## src/rtl/telemetry_frame_sequencer_pkg.sv

```systemverilog
// Shared encodings for the IAGC telemetry logger path: status codes, frame layout
// and the frame sequencer state type.
package telemetry_frame_sequencer_pkg;

  localparam logic [3:0]  IAGC_STATUS_RESET = 4'b0000;
  localparam logic [3:0]  IAGC_STATUS_INIT  = 4'b0001;
  localparam logic [3:0]  IAGC_STATUS_RUN   = 4'b1111;

  localparam logic [7:0]  FRAME_HEADER = 8'hA5;
  localparam int unsigned FRAME_BYTES  = 9;

  typedef enum logic [1:0] {
    ST_IDLE,
    ST_LOAD,
    ST_ISSUE,
    ST_WAIT
  } frame_state_t;

endpackage

```

## src/rtl/period_ticker.sv

```systemverilog
// Free-running period counter: one-cycle tick every TICKS cycles while enabled,
// held at zero while disabled.
module period_ticker #(
  parameter int unsigned TICKS = 300000
) (
  input  logic i_clock,
  input  logic i_nReset,
  input  logic i_enable,
  output logic o_tick
);

  localparam int unsigned  CW   = (TICKS > 1) ? $clog2(TICKS) : 1;
  localparam logic [CW-1:0] LAST = CW'(TICKS - 1);

  logic [CW-1:0] count;

  always_ff @(posedge i_clock or negedge i_nReset) begin
    if (!i_nReset) begin
      count <= '0;
    end else if (!i_enable || count == LAST) begin
      count <= '0;
    end else begin
      count <= count + CW'(1);
    end
  end

  assign o_tick = i_enable && (count == LAST);

endmodule

```

## src/rtl/telemetry_frame_sequencer.sv

```systemverilog
// Periodically snapshots the IAGC observables and sends them as a 9-byte frame
// (header, 7 payload bytes, checksum) through a start/busy/done UART handshake.
module telemetry_frame_sequencer
  import telemetry_frame_sequencer_pkg::*;
#(
  parameter int unsigned TICKS               = 300000,
  parameter int unsigned AMPLITUDE_DATA_SIZE = 16,
  parameter int unsigned UART_DATA_SIZE      = 8,
  parameter int unsigned IAGC_STATUS_SIZE    = 4,
  parameter logic [IAGC_STATUS_SIZE-1:0] RUN_STATUS  = IAGC_STATUS_RUN,
  parameter logic [UART_DATA_SIZE-1:0]   HEADER_BYTE = FRAME_HEADER
) (
  input  logic                           i_clock,
  input  logic                           i_nReset,
  input  logic [IAGC_STATUS_SIZE-1:0]    i_iagcStatus,
  input  logic [AMPLITUDE_DATA_SIZE-1:0] i_referenceAmplitude,
  input  logic [AMPLITUDE_DATA_SIZE-1:0] i_errorAmplitude,
  input  logic [UART_DATA_SIZE-1:0]      i_quotient,
  input  logic [UART_DATA_SIZE-1:0]      i_fractional,
  input  logic                           i_onPhase,
  input  logic                           i_txBusy,
  input  logic                           i_txDone,
  output logic [UART_DATA_SIZE-1:0]      o_txData,
  output logic                           o_txStart,
  output logic                           o_frameActive,
  output logic [15:0]                    o_frameCount,
  output logic                           o_overrun
);

  localparam int unsigned U          = UART_DATA_SIZE;
  localparam logic [3:0]  LAST_INDEX = 4'(FRAME_BYTES - 1);

  frame_state_t                   state;
  logic                           tick;
  logic [3:0]                     idx;
  logic [U-1:0]                   checksum;
  logic [U-1:0]                   cur_byte;
  logic [AMPLITUDE_DATA_SIZE-1:0] snap_ref;
  logic [AMPLITUDE_DATA_SIZE-1:0] snap_err;
  logic [U-1:0]                   snap_quo;
  logic [U-1:0]                   snap_frac;
  logic                           snap_phase;

  period_ticker #(
    .TICKS(TICKS)
  ) u_ticker (
    .i_clock (i_clock),
    .i_nReset(i_nReset),
    .i_enable(i_iagcStatus == RUN_STATUS),
    .o_tick  (tick)
  );

  // Amplitudes are sent low byte first.
  always_comb begin
    cur_byte = '0;
    case (idx)
      4'd0:    cur_byte = HEADER_BYTE;
      4'd1:    cur_byte = snap_ref[U-1:0];
      4'd2:    cur_byte = snap_ref[2*U-1:U];
      4'd3:    cur_byte = snap_err[U-1:0];
      4'd4:    cur_byte = snap_err[2*U-1:U];
      4'd5:    cur_byte = snap_quo;
      4'd6:    cur_byte = snap_frac;
      4'd7:    cur_byte = {{(U-1){1'b0}}, snap_phase};
      default: cur_byte = checksum;
    endcase
  end

  always_ff @(posedge i_clock or negedge i_nReset) begin
    if (!i_nReset) begin
      state         <= ST_IDLE;
      idx           <= '0;
      checksum      <= '0;
      snap_ref      <= '0;
      snap_err      <= '0;
      snap_quo      <= '0;
      snap_frac     <= '0;
      snap_phase    <= 1'b0;
      o_txData      <= '0;
      o_txStart     <= 1'b0;
      o_frameActive <= 1'b0;
      o_frameCount  <= '0;
      o_overrun     <= 1'b0;
    end else begin
      o_txStart <= 1'b0;
      // A tick arriving mid-frame is dropped, only flagged.
      if (tick && state != ST_IDLE) o_overrun <= 1'b1;
      case (state)
        ST_IDLE: if (tick) state <= ST_LOAD;
        ST_LOAD: begin
          snap_ref      <= i_referenceAmplitude;
          snap_err      <= i_errorAmplitude;
          snap_quo      <= i_quotient;
          snap_frac     <= i_fractional;
          snap_phase    <= i_onPhase;
          idx           <= '0;
          checksum      <= '0;
          o_frameActive <= 1'b1;
          state         <= ST_ISSUE;
        end
        ST_ISSUE: if (!i_txBusy) begin
          o_txData  <= cur_byte;
          o_txStart <= 1'b1;
          state     <= ST_WAIT;
        end
        ST_WAIT: if (i_txDone) begin
          if (idx == LAST_INDEX) begin
            o_frameActive <= 1'b0;
            o_frameCount  <= o_frameCount + 16'd1;
            state         <= ST_IDLE;
          end else begin
            if (idx != 4'd0) checksum <= checksum + cur_byte;
            idx   <= idx + 4'd1;
            state <= ST_ISSUE;
          end
        end
        default: state <= ST_IDLE;
      endcase
    end
  end

endmodule

```

## config.mk

```make
export PLATFORM = sky130hd
export DESIGN_NAME = telemetry_frame_sequencer
export DESIGN_NICKNAME = d
export VERILOG_FILES = /design/src/rtl/telemetry_frame_sequencer_pkg.sv /design/src/rtl/period_ticker.sv /design/src/rtl/telemetry_frame_sequencer.sv
export SDC_FILE = /design/constraint.sdc
export NUM_CORES = 1
export LEC_CHECK = 0
export ABC_AREA = 1
export ABC_CLOCK_PERIOD_IN_PS = 3400
export CORE_UTILIZATION = 54
export DETAILED_ROUTE_END_ITERATION = 6
export GPL_ROUTABILITY_DRIVEN = 0
export GPL_TIMING_DRIVEN = 1
export PLACE_DENSITY = 0.79
export SYNTH_ARGS = -nofsm -noshare
export SYNTH_HDL_FRONTEND = slang
export SYNTH_SLANG_ARGS = --single-unit
export TNS_END_PERCENT = 10
```

## constraint.sdc

```tcl
create_clock -name i_clock -period 3.4 [get_ports i_clock]
set_input_delay 0.68 -clock i_clock [delete_from_list [all_inputs] [get_ports i_clock]]
set_output_delay 0.68 -clock i_clock [all_outputs]
set_load 0.05 [all_outputs]
```

==> run summary <==
largest net degree at the start of global routing = 58
synthesized area per cell = 7.84 um2
Avg Vias per Cell = 5.18
Clock Power Share = 15.1%
drt initial violations = 253
Total GRT Usage = 25.4%
routed wire length = 12700 um
Port Buffers = 83
Syn Nets = 778
Worst-Skew Late Latency = 370 ps
Netlist cell types = 41
Root Buffer = clkbuf_8
Tightest Hold Check Type = in2async
PwrDens = 856 nW/um2
max_slew headroom = 54.6%
synth warn = 0
Core Util, Final = 68.3%
CTS tree = built
reg2reg start = idx[0]$_DFFE_PN0P_
H-tree depth = 3
# IOs = 84
Final Hold Slack = 327 ps
fin crit period = 3030 ps
top cells by area, synth = dfrtp_1 (49%), nand2_1 (17%), inv_1 (4.8%)
Startpoint Class = flip-flop
vias in the first global route = 4518
sequential cell area fraction in the yosys report = 49.2%
Logic pwr share = 50.0%
Reg clk slew, reported paths = 110 ps
peak supply drop = 0.541 mV
post-route setup TNS = 0 ps
Layout Nets = 860
largest area contributor in the netlist = dfrtp_1
CP Capture Type = flip-flop
critical path arrival = 3300 ps
commonest cells after routing, fill and taps aside = nand2_1 (249), dfrtp_1 (109), clkdlybuf4s50_1 (82)
routed len/inst = 13.7 um
drt drc = 0
Net Switching = 2.57 mW
setup ws final = 375 ps
P&R area growth vs syn = 21.5%
Peak Freq = 0.331 GHz
fin crit share = 89.0%
initial antenna violation count = 0
share of cells above drive strength 1 = 5.04%
Syn Std Cell Area = 5540 um2
first-pass GRT wire length = 20800 um
FF-to-FF End = checksum[6]$_DFFE_PN0P_
Initial Utilization = 56.2%
die height = 103 um
reg-to-reg slack, setup = 370 ps
Worst EP required = 3670 ps
status = finished, final reports clean
crit path to = checksum[6]$_DFFE_PN0P_
DP Wirelength = 9380 um
max_cap viols = 0
Least-Margin Pin Slew = 682 ps
post_cts resized = 0
fill count = 801
Sw Share = 44.6%
Setup-failing EPs final = 0
gr ovfl total = 0
Hold Violations, Final = 0
Reg power frac = 35.0%
worst setup path startpoint = idx[0]$_DFFE_PN0P_
Setup Skew = 13.7 ps
synthesized instance count = 707
total die area = 10700 um2
Register Area = 2730 um2
Hold Buf Count CTS = 0
Static Leak = 3.21 nW
most common cell after layout, fill and taps aside = nand2_1
Die Width = 103 um
fin. max-slew vios = 0
R2R depth = 21
post-synthesis register bit count = 109
Clock Sinks = 109
total power = 5.76 mW
Placement Setup Slack = 445 ps
drt first pass iters = 4
DRT antenna net count = 0
RSZ-0062 raised after global routing = false
largest fanout on the critical path = 6
footprint of the multi-input gates = 2460 um2
Yosys top cell area share = 49.2%
Cell Rows = 36
Setup CP Type = reg2reg
setup bufs post-CTS = 0
Bufs on Longest Clock Path = 2
area of the core = 9860 um2
ANT cells = 0
clock buffer count from CTS = 9
P_int = 3.19 mW
via count = 4796
sequential cells by signal (all words and copies together) (netlist names), 2 cells and up:
name,count
u_ticker.count,19
o_frameCount,16
snap_err,16
snap_ref,16
checksum,8
o_txData,8
snap_frac,8
snap_quo,8
idx,4
state,2
power groups by stage:
stage	clock (mW)	sequential, mW	combinational (mW)
5_1_grt	0.920	2.07	3.25
3_3_place_gp	0	2.03	2.73
6_report	0.869	2.02	2.88
4_1_cts	0.881	2.01	2.86
3_5_place_dp	0	2.03	2.84
2_1_floorplan	0	2.20	1.86
stage by stage:
stage / cells / area [um2]
after floorplan: 707 / 5540
after global placement: 911 / 6510
after detailed placement: 911 / 6510
after CTS: 926 / 6730
after global routing: 926 / 6730
final: 926 / 6730
synthesized netlist by cell type, drive strengths merged:
master / n
buf: 10
ha: 13
nor3b: 5
and3: 1
a21oi: 18
nand3b: 1
nor3: 19
and2: 1
o22ai: 2
a21o: 2
xnor2: 9
a31oi: 2
clkinv: 1
fa: 1
nand3: 34
o31ai: 2
clkbuf: 5
nor4: 3
inv: 76
a211oi: 1
o21ai: 48
o21a: 2
dfrtp: 109
or2: 1
xor2: 13
nand4: 12
nor2: 66
nand2: 250
layer usage:
layer  global-route usage [%]  vias up  wire (um)
met3                     3.29       29        667
met5                        0        -          0
met1                     34.7     2204       5880
met2                     41.5      161       5800
met4                     9.43        0        311
li1                         -     2402          -
area by class of cell:
class | count | share of cell area (%)
Timing Repair Buffer | 86 | 12.8
Multi-Input combinational cell | 506 | 36.6
Tap cell | 133 | 2.47
Inverter | 77 | 4.33
Clock buffer | 9 | 1.84
Sequential cell | 109 | 40.5
Clock inverter | 6 | 1.43
kinds of logic after synthesis:
family / Yosys count / share of synthesized area [%]
xor gates and xnor gates: 22 / 3.48
and+or+nand+nor: 393 / 29.9
buffers and inverters: 92 / 6.48
AOI/OAI and AO/OA: 77 / 7.70
adders and majority gates: 14 / 3.30
DFF: 109 / 49.2
worst max-delay path: stages (launching register included):
cell and delay (ps):
dfrtp_1 450, inv_1 110, ha_1 260, nand3_1 170, nand2_1 100, nor2_1 40
nand2_1 150, clkinv_1 150, nand2_1 80, nand2_1 70, inv_1 60, ha_1 170
inv_1 60, fa_1 390, inv_1 70, nand3_1 60, nand2_1 100, nand2_1 50
a21oi_1 170, o21ai_0 100, nand3_1 70, nand2_1 50
how the worst min path moves through the flow:
stage | slack [ps] | start | end
finish | 330 | i_nReset | snap_err[9]$_DFFE_PN0P_
global route | 390 | i_nReset | snap_quo[1]$_DFFE_PN0P_
CTS | 360 | i_nReset | snap_err[9]$_DFFE_PN0P_
detailed placement | 460 | snap_err[11]$_DFFE_PN0P_ | snap_err[11]$_DFFE_PN0P_
global placement | 460 | snap_err[11]$_DFFE_PN0P_ | snap_err[11]$_DFFE_PN0P_
floorplan | 380 | i_nReset | checksum[0]$_DFFE_PN0P_
Power figures use the tool's default switching activity.
